--- config.mk ---
export PLATFORM = sky130hd
export DESIGN_NAME = imem_fetch_ctrl_flat
export DESIGN_NICKNAME = d
export VERILOG_FILES = /design/src/rtl/imem_fetch_ctrl_if.sv /design/src/rtl/imem_fetch_ctrl.sv /design/src/flat_wrapper.sv
export SDC_FILE = /design/constraint.sdc
export NUM_CORES = 1
export LEC_CHECK = 0
export ABC_AREA = 0
export BUFFER_PORTS_ARGS = -buffer_cell sky130_fd_sc_hd__buf_2
export CORE_MARGIN = 3
export CORE_UTILIZATION = 56
export CTS_CLUSTER_DIAMETER = 60
export CTS_CLUSTER_SIZE = 25
export DETAILED_ROUTE_END_ITERATION = 12
export PLACE_DENSITY = 0.85
export SYNTH_ARGS = -nofsm -noshare
export SYNTH_HDL_FRONTEND = slang
export SYNTH_SLANG_ARGS = --single-unit
--- constraint.sdc ---
create_clock -name clk -period 3.91 [get_ports clk]
set_clock_uncertainty 0.05 [all_clocks]
set_input_delay 0.391 -clock clk [delete_from_list [all_inputs] [get_ports clk]]
set_output_delay 0.391 -clock clk [all_outputs]
set_load 0.02 [all_outputs]
--- src/rtl/imem_fetch_ctrl_if.sv ---
`default_nettype none
// ============================================================================
//  Module      : imem_fetch_ctrl_if
//  Description : Bus bundle between the fetch controller, the single-port
//                imem and the decode stage. Carries the imem read port
//                (imem_a / imem_r / imem_rd), the decode handshake
//                (inst_valid / inst_ready / inst / inst_pc), the redirect and
//                halt controls, and the controller status outputs
//                (halted / fifo_count / fetch_err).
//                master : fetch controller side
//                slave  : imem + decode + control side
//  Revision    : 1.0  initial release
// ============================================================================
interface imem_fetch_ctrl_if #(
    parameter int FIFO_DEPTH = 4
);
    localparam int c_cnt_w = $clog2(FIFO_DEPTH) + 1;

    // imem read port
    logic [31:0]        imem_a;
    logic               imem_r;
    logic [31:0]        imem_rd;
    // decode handshake
    logic               inst_valid;
    logic               inst_ready;
    logic [31:0]        inst;
    logic [31:0]        inst_pc;
    // control
    logic               redirect_valid;
    logic [31:0]        redirect_pc;
    logic               halt_req;
    // status
    logic               halted;
    logic [c_cnt_w-1:0] fifo_count;
    logic               fetch_err;

    modport master (
        output imem_a, imem_r, inst_valid, inst, inst_pc, halted, fifo_count, fetch_err,
        input  imem_rd, inst_ready, redirect_valid, redirect_pc, halt_req
    );

    modport slave (
        input  imem_a, imem_r, inst_valid, inst, inst_pc, halted, fifo_count, fetch_err,
        output imem_rd, inst_ready, redirect_valid, redirect_pc, halt_req
    );
endinterface
`default_nettype wire

--- src/rtl/imem_fetch_ctrl.sv ---
`default_nettype none
// ============================================================================
//  Module      : imem_fetch_ctrl
//  Description : Instruction-fetch sequencer. Owns the PC, issues one imem
//                read per cycle while the prefetch FIFO has room, and queues
//                {pc, instruction} pairs for decode. Handles redirects
//                (flush + PC reload) and halt requests.
//  Ports       : clk  - clock, rising edge
//                rst  - synchronous reset, active-high
//                bus  - imem_fetch_ctrl_if.master (imem port, decode
//                       handshake, redirect/halt controls, status)
//  Options     : IMEM_ALIGN_CHK_EN - when defined, a misaligned PC in RUN
//                blocks the fetch, halts the FSM and sets a sticky fetch_err.
//  Revision    : 1.0  initial release
// ============================================================================
module imem_fetch_ctrl #(
    parameter logic [31:0] RESET_PC   = 32'h0000_0000,
    parameter int          FIFO_DEPTH = 4
) (
    input  wire                 clk,
    input  wire                 rst,
    imem_fetch_ctrl_if.master   bus
);
    localparam int c_ptr_w = $clog2(FIFO_DEPTH);
    localparam int c_cnt_w = c_ptr_w + 1;

    typedef enum logic [1:0] {
        S_BOOT = 2'd0,
        S_RUN  = 2'd1,
        S_HALT = 2'd2
    } state_t;

    state_t               r_state;
    logic [31:0]          r_pc;
    logic [c_ptr_w-1:0]   r_wr_ptr;
    logic [c_ptr_w-1:0]   r_rd_ptr;
    logic [c_cnt_w-1:0]   r_count;
    logic                 r_halted;
    logic [31:0]          r_fifo_inst [FIFO_DEPTH];
    logic [31:0]          r_fifo_pc   [FIFO_DEPTH];

    logic                 w_full;
    logic                 w_misalign;
    logic                 w_issue;
    logic                 w_valid;
    logic                 w_pop;

`ifdef IMEM_ALIGN_CHK_EN
    logic                 r_fetch_err;
    assign w_misalign = (r_state == S_RUN) && (r_pc[1:0] != 2'b00);
`else
    assign w_misalign = 1'b0;
`endif

    // Fullness uses the registered count, so a pop in a full cycle does not
    // open a slot until the next cycle.
    assign w_full  = (r_count == c_cnt_w'(FIFO_DEPTH));
    assign w_issue = (r_state == S_RUN) && !w_full && !bus.redirect_valid
                     && !bus.halt_req && !w_misalign;
    // A redirect hides the head so no stale instruction is handed to decode.
    assign w_valid = (r_count != '0) && !bus.redirect_valid;
    assign w_pop   = w_valid && bus.inst_ready;

    always_ff @(posedge clk) begin
        if (rst) begin
            r_state     <= S_BOOT;
            r_pc        <= RESET_PC;
            r_wr_ptr    <= '0;
            r_rd_ptr    <= '0;
            r_count     <= '0;
            r_halted    <= 1'b0;
`ifdef IMEM_ALIGN_CHK_EN
            r_fetch_err <= 1'b0;
`endif
        end else if (bus.redirect_valid) begin
            r_state     <= S_RUN;
            r_pc        <= bus.redirect_pc;
            r_wr_ptr    <= '0;
            r_rd_ptr    <= '0;
            r_count     <= '0;
            r_halted    <= 1'b0;
`ifdef IMEM_ALIGN_CHK_EN
            r_fetch_err <= 1'b0;
`endif
        end else begin
            case (r_state)
                S_BOOT: r_state <= S_RUN;
                S_RUN: begin
                    if (w_misalign || bus.halt_req) begin
                        r_state  <= S_HALT;
                        r_halted <= 1'b1;
                    end
`ifdef IMEM_ALIGN_CHK_EN
                    if (w_misalign) r_fetch_err <= 1'b1;
`endif
                end
                S_HALT: r_state <= S_HALT;
                default: begin
                    r_state  <= S_BOOT;
                    r_halted <= 1'b0;
                end
            endcase

            if (w_issue) begin
                r_pc     <= r_pc + 32'd4;
                r_wr_ptr <= r_wr_ptr + c_ptr_w'(1);
            end
            if (w_pop) r_rd_ptr <= r_rd_ptr + c_ptr_w'(1);

            case ({w_issue, w_pop})
                2'b10:   r_count <= r_count + c_cnt_w'(1);
                2'b01:   r_count <= r_count - c_cnt_w'(1);
                default: r_count <= r_count;
            endcase
        end
    end

    // Storage needs no reset: occupancy is tracked by r_count alone.
    always_ff @(posedge clk) begin
        if (w_issue) begin
            r_fifo_inst[r_wr_ptr] <= bus.imem_rd;
            r_fifo_pc[r_wr_ptr]   <= r_pc;
        end
    end

    assign bus.imem_a     = r_pc;
    assign bus.imem_r     = w_issue;
    assign bus.inst_valid = w_valid;
    assign bus.inst       = w_valid ? r_fifo_inst[r_rd_ptr] : 32'd0;
    assign bus.inst_pc    = w_valid ? r_fifo_pc[r_rd_ptr]   : 32'd0;
    assign bus.halted     = r_halted;
    assign bus.fifo_count = r_count;
`ifdef IMEM_ALIGN_CHK_EN
    assign bus.fetch_err  = r_fetch_err;
`else
    assign bus.fetch_err  = 1'b0;
`endif

endmodule
`default_nettype wire

--- src/flat_wrapper.sv ---
// flat-port wrapper written by rule: the top's interface ports become plain ports
module imem_fetch_ctrl_flat 
#(
    parameter logic [31:0] RESET_PC   = 32'h0000_0000,
    parameter int          FIFO_DEPTH = 4
)
  (clk, rst, bus_imem_a, bus_imem_r, bus_inst_valid, bus_inst, bus_inst_pc, bus_halted, bus_fifo_count, bus_fetch_err, bus_imem_rd, bus_inst_ready, bus_redirect_valid, bus_redirect_pc, bus_halt_req);
  imem_fetch_ctrl_if #(.FIFO_DEPTH(FIFO_DEPTH)) bus_i ();
  input  wire clk;
  input  wire rst;
  output wire logic [$bits(bus_i.imem_a)-1:0] bus_imem_a;
  output wire logic [$bits(bus_i.imem_r)-1:0] bus_imem_r;
  output wire logic [$bits(bus_i.inst_valid)-1:0] bus_inst_valid;
  output wire logic [$bits(bus_i.inst)-1:0] bus_inst;
  output wire logic [$bits(bus_i.inst_pc)-1:0] bus_inst_pc;
  output wire logic [$bits(bus_i.halted)-1:0] bus_halted;
  output wire logic [$bits(bus_i.fifo_count)-1:0] bus_fifo_count;
  output wire logic [$bits(bus_i.fetch_err)-1:0] bus_fetch_err;
  input wire logic [$bits(bus_i.imem_rd)-1:0] bus_imem_rd;
  input wire logic [$bits(bus_i.inst_ready)-1:0] bus_inst_ready;
  input wire logic [$bits(bus_i.redirect_valid)-1:0] bus_redirect_valid;
  input wire logic [$bits(bus_i.redirect_pc)-1:0] bus_redirect_pc;
  input wire logic [$bits(bus_i.halt_req)-1:0] bus_halt_req;
  assign bus_imem_a = bus_i.imem_a;
  assign bus_imem_r = bus_i.imem_r;
  assign bus_inst_valid = bus_i.inst_valid;
  assign bus_inst = bus_i.inst;
  assign bus_inst_pc = bus_i.inst_pc;
  assign bus_halted = bus_i.halted;
  assign bus_fifo_count = bus_i.fifo_count;
  assign bus_fetch_err = bus_i.fetch_err;
  assign bus_i.imem_rd = bus_imem_rd;
  assign bus_i.inst_ready = bus_inst_ready;
  assign bus_i.redirect_valid = bus_redirect_valid;
  assign bus_i.redirect_pc = bus_redirect_pc;
  assign bus_i.halt_req = bus_halt_req;
  imem_fetch_ctrl #(.RESET_PC(RESET_PC), .FIFO_DEPTH(FIFO_DEPTH)) u_core (.clk(clk), .rst(rst), .bus(bus_i));
endmodule
==> impl_metrics.json <==
{
  "status": "completed",
  "crit_path_cell_trace": "buf_4 > mux4_2 > and2_1 > buf_2",
  "synth_top_area_share_pct": 64.0,
  "p_int_mw": 4.67,
  "final_layout_size_suffix_gt1_share_pct": 33.1,
  "fin_cells": 1136,
  "first_global_vias": 6810,
  "die_width_um": 152,
  "post-cts-setup-buffer-count": 0,
  "worstPathArrival_ns": 2.43,
  "min_period_over_period_pct": 73.4,
  "area_delta_synth_final_pct": 15.2,
  "p_total_mw": 5.92,
  "cap_viol_max_count": 0,
  "track_usage_pct": 20.7,
  "regArea_um2": 8580,
  "crit_family": "flip-flops",
  "yosysSeqAreaShare_pct": 71.3,
  "yosysWarningCount": 0,
  "grt_setup_unrepaired": "false",
  "ff2ff_path_depth": 12,
  "critPathBufInv": 2,
  "clk_path_buf_depth": 3,
  "cp_slowest_cell": "dfxtp_4",
  "gp_congestion": 0.836,
  "drtIter0Drc": 611,
  "synth_top_flop_cell": "edfxtp_1",
  "pre_cts_ws_ns": 1.19,
  "synth_edf_count": 256,
  "fin_nets": 933,
  "hold_path_class": "in -> reg",
  "final.fill_count": 1392,
  "synthArstFlopShare_pct": 0,
  "grt_pass1_wl_mm": 38.5,
  "drv_slew": 0,
  "num_rows": 52,
  "final_cell_mix": "edfxtp_1 (256), buf_2 (170), and2_1 (69)",
  "grt_overflow": 0,
  "drtPass1Iterations": 5,
  "power_frac_seq_pct": 60.6,
  "multiInputGateArea_um2": 3260,
  "netlist_top_cells_area": "edfxtp_1 (64%), mux4_2 (12%), dfxtp_1 (7.3%)",
  "place_hpwl_mm": 15.1,
  "cts.sinks": 300,
  "ant_nets": 0,
  "hold_viol": 0,
  "num_io_pins": 172,
  "start_kind": "register",
  "path_clk_slew_ns": 0.09,
  "antenna_cells_inserted": 0,
  "cts_root_buf": "clkbuf_16",
  "clkPwrFrac_pct": 35.0,
  "end_kind": "primary output",
  "ctsResizeCount": 0,
  "criticalPathCategory": "reg -> out",
  "combPwrFrac_pct": 4.4,
  "synth_area_um2": 12000,
  "slew_headroom_pct": 33.7,
  "port_buffers": 170,
  "viasPerCell": 5.85,
  "htree_levels": 1,
  "switching_power_mw": 1.24,
  "tightest_slew_ns": 0.995,
  "p_leak_nw": 4.85,
  "clk_latency_ns": 0.50,
  "drc": 0,
  "routed_wl_mm": 24.2,
  "timing.fmax_mhz": 348,
  "setup_slack_ns": 1.04,
  "crit_cells": 4,
  "syn_area_per_cell_um2": 17.3,
  "die_area_um2": 23200,
  "ir_drop_mv": 0.288,
  "start_util_pct": 58.2,
  "path_max_fanout": 20,
  "synthDistinctLibCells": 42,
  "grt_start_max_net_pins": 67,
  "power.density_nw_per_um2": 428,
  "final_common_cell": "edfxtp_1",
  "finalSetupTns_ns": 0,
  "core_area_um2": 20600,
  "grt_antenna_before_repair": 0,
  "numCtsBuffers": 18,
  "synth_nets": 772,
  "cpPeakStageDelay_ns": 0.65,
  "synth_cells": 693,
  "setup_viol": 0,
  "vias": 6640,
  "ctsHoldBuffers": 0,
  "fin_crit_ns": 2.87,
  "hold_depth": 1,
  "synth_seq_cells": 300,
  "chipHeight_um": 152,
  "required_ns": 3.47,
  "swShare_pct": 21.0,
  "yosysTopAreaCell": "edfxtp_1",
  "cts_tree": "built",
  "dp_cells": 1104,
  "post_drt_wl_per_cell_um": 21.3
}
## registers in the layout, summed over array words and instances, names as in the netlist, named ones only
register               count
u_core.r_fifo_inst       128
u_core.r_fifo_pc         128
u_core.bus.imem_a         32
u_core.bus.fifo_count      3
u_core.r_rd_ptr            2
u_core.r_state             2
u_core.r_wr_ptr            2
u_core.bus.halted          1
## worst paths after layout
kind / from / endpoint / slack [ns]
setup / recovery: register / bus_inst_pc[19] / 1.04
hold / removal: bus_imem_rd[6] / u_core.r_fifo_inst[1][6]$_DFFE_PP_ / 0.06
setup reg to reg: u_core.r_state[1]$_SDFFE_PP0P_ / u_core.bus.fifo_count[2]$_SDFFE_PP0P_ / 1.15
hold reg to reg: u_core.r_wr_ptr[1]$_SDFFE_PP0P_ / u_core.r_wr_ptr[1]$_SDFFE_PP0P_ / 0.46
## synth_stat cells, drive strengths merged (5+ instances only)
master and number:
clkbuf 25, and3 11, dfxtp 44, mux4 64, a211oi 19, nand3 15
o22ai 6, a21oi 14, buf 13, inv 11, ha 9, nor3 8
nand4 15, edfxtp 256, xnor2 5, nand2 20, and2 69, xor2 28
nor2 40
## stage by stage
step,instance area (µm²),util [%],hold WS [ns]
after floorplan,12000,-,0.419
after global placement,13200,64.0,0.443
after detailed placement,13200,64.0,0.446
after CTS,13800,67.1,0.0453
after global routing,13800,67.1,0.0406
final,13800,67.1,0.0616
## power by group through the flow
stage                     registers (mW)  logic (mW)  clock network, mW
after global placement              3.65       0.256                  0
after CTS                           3.58       0.263               2.11
after global routing                3.59       0.285               2.24
after detailed placement            3.66       0.262                  0
final                               3.58       0.262               2.07
after floorplan                     3.66       0.124                  0
## worst register-to-register path: stages (launching register included)
cell      delay, ns
dfxtp_1        0.34
inv_1          0.07
ha_1           0.19
nand2b_1       0.36
or2_1          0.32
nor2_1         0.09
inv_1          0.08
ha_1           0.17
inv_1          0.06
fa_1           0.37
xor2_1         0.16
or3_1          0.30
a21oi_1        0.14
## cell families after synthesis
group           count (synthesis)  share of synthesized area [%]
compound gates                 44                           2.35
xor+xnor                       33                           2.41
fa+ha+maj                      10                           1.10
buf+inv                        49                           1.73
flops                         300                           71.3
mux                            66                           12.2
other cells                     1                         0.0312
simple gates                  190                           8.88
## area by class of cell
type / instances / share of cell area [%]
multi-input cells: 344 / 23.6
clock inverters: 9 / 0.814
well taps: 270 / 2.44
clock buffers: 23 / 3.77
repair buffers: 179 / 7.09
flip-flops and latches: 300 / 62.0
inverters: 11 / 0.298
## routing by layer
metal / GRT usage (%) / wire [µm] / part of all wire, % / vias up
met1: 29.4 / 9830 / 41 / 3288
met5: 0 / 0 / 0 / -
met4: 4.71 / 453 / 1.9 / 0
met3: 4.43 / 2200 / 9.1 / 36
met2: 33.8 / 11700 / 48 / 324
li1: - / - / - / 2992
No activity file was read; power rests on OpenSTA's default activity.
